==> config.mk <==
export PLATFORM = sky130hd
export DESIGN_NAME = r88_intctl
export DESIGN_NICKNAME = d
export VERILOG_FILES = /design/src/rtl/r88_pkg.sv /design/src/rtl/r88_sync.sv /design/src/rtl/r88_intctl.sv
export SDC_FILE = /design/constraint.sdc
export NUM_CORES = 1
export LEC_CHECK = 0
export ABC_AREA = 0
export BUFFER_PORTS_ARGS = -buffer_cell sky130_fd_sc_hd__buf_2
export CAP_MARGIN = 20
export CORE_ASPECT_RATIO = 0.75
export CORE_MARGIN = 2
export CORE_UTILIZATION = 30
export CTS_CLUSTER_DIAMETER = 60
export CTS_CLUSTER_SIZE = 28
export DETAILED_ROUTE_END_ITERATION = 8
export GPL_ROUTABILITY_DRIVEN = 0
export PLACE_DENSITY_LB_ADDON = 0.2
export SLEW_MARGIN = 0
export SYNTH_ARGS = -nofsm -noshare
export SYNTH_HDL_FRONTEND = slang
export SYNTH_HIERARCHICAL = 1
export SYNTH_SLANG_ARGS = --single-unit
==> constraint.sdc <==
create_clock -name sysClock -period 1.7 [get_ports sysClock]
set_clock_uncertainty 0.2 [all_clocks]
set_input_delay 0.255 -clock sysClock [delete_from_list [all_inputs] [get_ports sysClock]]
set_output_delay 0.255 -clock sysClock [all_outputs]
set_load 0.02 [all_outputs]
==> src/rtl/r88_pkg.sv <==
//------------------------------------------------------------------------------
// r88_pkg
//   Shared interrupt kind codes, vector addresses, controller states.
//   Revision: 1.0
//------------------------------------------------------------------------------
`default_nettype none

package r88_pkg;

  localparam logic [1:0] c_kindReset = 2'd0;
  localparam logic [1:0] c_kindNmi   = 2'd1;
  localparam logic [1:0] c_kindIrq   = 2'd2;
  localparam logic [1:0] c_kindBrk   = 2'd3;

  localparam logic [15:0] c_vecReset = 16'hFFFC;
  localparam logic [15:0] c_vecNmi   = 16'hFFFA;
  localparam logic [15:0] c_vecIrq   = 16'hFFFE;
  localparam logic [15:0] c_vecBrk   = 16'hFFFE;

  typedef enum logic [1:0] {
    HOLD = 2'd0,
    IDLE = 2'd1,
    REQ  = 2'd2
  } stateT;

  function automatic logic [15:0] vectorFor(input logic [1:0] kind);
    case (kind)
      c_kindNmi: vectorFor = c_vecNmi;
      c_kindIrq: vectorFor = c_vecIrq;
      c_kindBrk: vectorFor = c_vecBrk;
      default:   vectorFor = c_vecReset;
    endcase
  endfunction

endpackage

`default_nettype wire

==> src/rtl/r88_sync.sv <==
//------------------------------------------------------------------------------
// r88_sync
//   Multi-flop synchronizer for one asynchronous input, async active-low reset.
//   Revision: 1.0
//------------------------------------------------------------------------------
`default_nettype none

module r88_sync #(
  parameter int SYNC_STAGES = 2
) (
  input  logic clk,
  input  logic rst_n,
  input  logic i_async,
  output logic o_sync
);

  logic [SYNC_STAGES-1:0] r_stages;

  always_ff @(posedge clk or negedge rst_n) begin
    if (!rst_n) begin
      r_stages <= '0;
    end else begin
      r_stages <= {r_stages[SYNC_STAGES-2:0], i_async};
    end
  end

  assign o_sync = r_stages[SYNC_STAGES-1];

endmodule

`default_nettype wire

==> src/rtl/r88_intctl.sv <==
//------------------------------------------------------------------------------
// r88_intctl
//   Reset/NMI/IRQ/BRK sequencer for the R88 decoder. Macro R88_BRK_TRAP_EN
//   adds the software BRK source.   Revision: 1.0
//------------------------------------------------------------------------------
`default_nettype none

module r88_intctl
  import r88_pkg::*;
#(
  parameter int SYNC_STAGES = 2,
  parameter int RESET_HOLD  = 4
) (
  input  logic        sysClock,
  input  logic        resetReqN,
  input  logic        nmiReq,
  input  logic        irq,
  input  logic        irqEn,
  input  logic        breakFlag,
  input  logic        instrBoundary,
  input  logic        intAck,
  output logic        coreReset,
  output logic        intReq,
  output logic [1:0]  intKind,
  output logic [15:0] vectorAddr,
  output logic        nmiPending
);

  localparam int                c_cntW     = $clog2(RESET_HOLD + 1);
  localparam logic [c_cntW-1:0] c_holdLoad = c_cntW'(RESET_HOLD);
  localparam logic [c_cntW-1:0] c_cntOne   = c_cntW'(1);

  logic              w_nmiSync;
  logic              w_irqSync;
  logic              w_nmiEdge;
  logic              w_irqActive;
  logic              w_ackNmi;
  logic              r_nmiPrev;
  logic              r_nmiPending;
  stateT             r_state;
  stateT             w_stateNext;
  logic [c_cntW-1:0] r_cnt;
  logic [c_cntW-1:0] w_cntNext;
  logic [1:0]        r_kind;
  logic [1:0]        w_kindNext;

  r88_sync #(.SYNC_STAGES(SYNC_STAGES)) u_nmiSync (
    .clk    (sysClock),
    .rst_n  (resetReqN),
    .i_async(nmiReq),
    .o_sync (w_nmiSync)
  );

  r88_sync #(.SYNC_STAGES(SYNC_STAGES)) u_irqSync (
    .clk    (sysClock),
    .rst_n  (resetReqN),
    .i_async(irq),
    .o_sync (w_irqSync)
  );

`ifdef R88_BRK_TRAP_EN
  logic w_brkActive;
  assign w_brkActive = breakFlag;
`else
  logic w_unusedBreak;
  assign w_unusedBreak = breakFlag;
`endif

  assign w_nmiEdge   = w_nmiSync & ~r_nmiPrev;
  assign w_irqActive = w_irqSync & irqEn;
  assign w_ackNmi    = (r_state == REQ) & intAck & (r_kind == c_kindNmi);

  // A fresh edge wins over the clearing ack so a back-to-back NMI is kept.
  always_ff @(posedge sysClock or negedge resetReqN) begin
    if (!resetReqN) begin
      r_nmiPrev    <= 1'b0;
      r_nmiPending <= 1'b0;
    end else begin
      r_nmiPrev <= w_nmiSync;
      if (w_nmiEdge) begin
        r_nmiPending <= 1'b1;
      end else if (w_ackNmi) begin
        r_nmiPending <= 1'b0;
      end
    end
  end

  always_ff @(posedge sysClock or negedge resetReqN) begin
    if (!resetReqN) begin
      r_state <= HOLD;
      r_cnt   <= c_holdLoad;
      r_kind  <= c_kindReset;
    end else begin
      r_state <= w_stateNext;
      r_cnt   <= w_cntNext;
      r_kind  <= w_kindNext;
    end
  end

  always_comb begin
    w_stateNext = r_state;
    w_cntNext   = r_cnt;
    w_kindNext  = r_kind;
    case (r_state)
      HOLD: begin
        if (r_cnt <= c_cntOne) begin
          w_stateNext = REQ;
          w_cntNext   = '0;
          w_kindNext  = c_kindReset;
        end else begin
          w_cntNext = r_cnt - c_cntOne;
        end
      end
      IDLE: begin
        if (instrBoundary) begin
          if (r_nmiPending) begin
            w_stateNext = REQ;
            w_kindNext  = c_kindNmi;
          end else if (w_irqActive) begin
            w_stateNext = REQ;
            w_kindNext  = c_kindIrq;
          end
`ifdef R88_BRK_TRAP_EN
          else if (w_brkActive) begin
            w_stateNext = REQ;
            w_kindNext  = c_kindBrk;
          end
`endif
        end
      end
      REQ: begin
        if (intAck) begin
          w_stateNext = IDLE;
        end
      end
      default: begin
        w_stateNext = HOLD;
        w_cntNext   = c_holdLoad;
        w_kindNext  = c_kindReset;
      end
    endcase
  end

  assign coreReset  = (r_state == HOLD);
  assign intReq     = (r_state == REQ);
  assign intKind    = r_kind;
  assign vectorAddr = vectorFor(r_kind);
  assign nmiPending = r_nmiPending;

endmodule

`default_nettype wire

==> impl_metrics.ini <==
[run_status]
status = finished, violations left
violations = negative setup slack

[power_and_ir_drop]
total_power_mw = 1.796
p_leak_nw = 0.5215
vdd_drop_max_uv = 583.6
pwr_density_cell_nw_per_um2 = 1740

[place]
portBuffers = 13
hpwl_um = 936.9
placedCellCount = 123
post_dp_cell_area_um2 = 845.8
place_ws_ns = -0.1827

[yosys]
synth-seq-cells = 13
synth_top_area_share_pct = 40.89
synth_seq_area_share_pct = 44.46
synth.distinct_cells = 26
synth.most_common_cell = buf_4
netlist_top_cells_count = 14 x buf_4, 12 x dfrtp_1, 9 x inv_1
synthCells = 70
synth_area_leaders = dfrtp_1 41%, buf_4 14%, ha_1 10%
async_reset_ff_share_pct = 100.0
synth_edf_count = 0
avgSynthCellArea_um2 = 10.49
syn-cell-area_um2 = 734.5
yosys_warnings = 6
synthFlopType = dfrtp_1
yosysTopAreaCell = dfrtp_1

[final_layout]
nNetsFinal = 119
fin_util_pct = 44.72
diodes = 0
instances_no_fill = 138
multi_input_area_um2 = 365.4
regArea_um2 = 327.8
finish.instance_area_um2 = 1032
area_delta_synth_final_pct = 40.55
drive_gt1_share_pct = 47.12
fillers = 225

[timing]
holdWs_ns = 0.1161
hold_violations = 0
fin_crit_ns = 1.876
fmax_mhz = 533.0
rsz0062_at_grt = true
slew_viol_final = 0
setup_slack_ns = -0.1761
setup_tns_ns = -0.4349
setup_violations = 4
period_share_pct = 110.4

[global_route]
track_usage_pct = 9.335
grt.overflow.total = 0
grt_pass1_vias = 444
grt_max_degree = 14
grt_pass1_wl_mm = 1.842
antenna_found_initial = 0

[worst_hold_path]
hp-start = intAck
min_path_type = in -> reg
worstHoldPathCells = 4
min_to = nmiPending$_DFFE_PN0P_

[die]
io_pins = 29
die_h_um = 46.85
fp-row-count = 15
initial_core_util_pct = 31.82
die_w_um = 61.14
fp.coreArea_um2 = 2308
die_area_um2 = 2864

[worst_setup_path]
regToRegSetupSlack_ns = -0.18
crit_required_ns = 1.67
r2r-start = r_cnt[1]$_DFFE_PN0N_
worstSetupEndpointType = flip-flop
cp_max_fo = 2
startpoint = r_cnt[1]$_DFFE_PN0N_
rr_endpoint = r_state[0]$_DFFE_PN0P_
worstSetupStartpointType = flip-flop
critPathArrivalTime_ns = 1.84
r2r_cells = 6
path_class = reg -> reg

[cts]
cts_sinks = 13
htreeDepth = 1
clk_path_buf_depth = 2
cts-buffers-inserted = 3
clk_latency_ns = 0.28
cts_root_buf = clkbuf_4
cts_tree = yes
clk_pin_slew_ns = 0.08

[routing]
postRouteAntennaNets = 0
dr.pass1.iters = 2
vias_per_cell = 3.826
drc = 0
drt-initial-drc-count = 13
wl_per_cell_um = 9.609
routed_wl_mm = 1.326
vias = 528

[flow_run]
max_cap_violations = 0
## critical path, cell delays in order, from the launching register on
cell,delay (ns)
dfrtp_1,0.39
inv_2,0.08
ha_4,0.12
o21ba_4,0.15
o21a_1,0.20
a221o_2,0.33
mux2_4,0.30
## per-layer routing
layer,part of all wire (%),track usage (%),vias to the layer above
met4,0.60,3.913,0
met1,46,11.43,240
met2,46,13.83,18
li1,-,-,268
met5,0,0,-
met3,7.0,4.959,2
## cells in the final DEF (no fill, tap or decap)
cell,n
a21o_1,1
conb_1,14
nor3_1,1
a211oi_1,1
mux2i_1,1
o21ai_1,1
dlygate4sd3_1,3
ha_1,3
nand2b_1,1
a21oi_2,1
mux2_4,2
buf_2,11
a221o_2,1
inv_2,3
buf_4,14
o21ai_0,2
o21a_1,1
a211oi_2,1
a21o_2,1
o22ai_1,1
ha_4,3
dfrtp_2,1
inv_1,6
o21ba_4,1
nand2_1,4
buf_6,4
o31ai_1,1
dfrtp_1,11
dfstp_2,1
nor2b_1,2
clkinv_2,1
or2_2,1
clkbuf_4,3
a31oi_1,1
## layout make-up
class,instances,area share [%]
clock buffers,3,2.182
multi-input cells,46,35.39
repair buffers,32,22.79
clock inverters,1,0.4848
inverters,9,3.273
flip-flops and latches,13,31.76
well taps,34,4.121
## cell families after synthesis
family | Yosys count | share of synthesized area, %
other cells | 2 | 1.023
buf+inv | 23 | 18.91
fa+ha+maj | 6 | 10.22
mux | 3 | 4.940
compound gates | 14 | 14.31
simple gates | 9 | 6.132
flops | 13 | 44.46
## how the worst max path moves through the flow
stage,to,slack (ns)
2_1_floorplan,r_state[0]$_DFFE_PN0P_,-0.11
3_3_place_gp,r_state[0]$_DFFE_PN0P_,-0.15
3_5_place_dp,r_state[0]$_DFFE_PN0P_,-0.18
4_1_cts,r_state[0]$_DFFE_PN0P_,-0.17
5_1_grt,r_state[0]$_DFFE_PN0P_,-0.22
6_report,r_state[0]$_DFFE_PN0P_,-0.18
## registers in the layout (all words and copies together) (netlist names)
register            cells
intKind                 2
nmiPending              1
r_cnt                   3
r_nmiPrev               1
r_state                 2
u_irqSync/r_stages      2
u_nmiSync/r_stages      2
## what timing repair did
action,in CTS,in global routing
setup buffers,3,5
gates resized for setup,12,8
hold buffers,3,0
endpoints found under the hold margin,15,0
endpoints found under the setup margin,6,6
cloned,0,0
pin swaps,1,4
## power breakdown
part | internal, mW | switching (mW) | total, mW
Clock | 0.0873 | 0.105 | 0.192
Sequential | 0.397 | 0.0671 | 0.464
Combinational | 0.632 | 0.508 | 1.14
(Power assumes the default switching activity.)
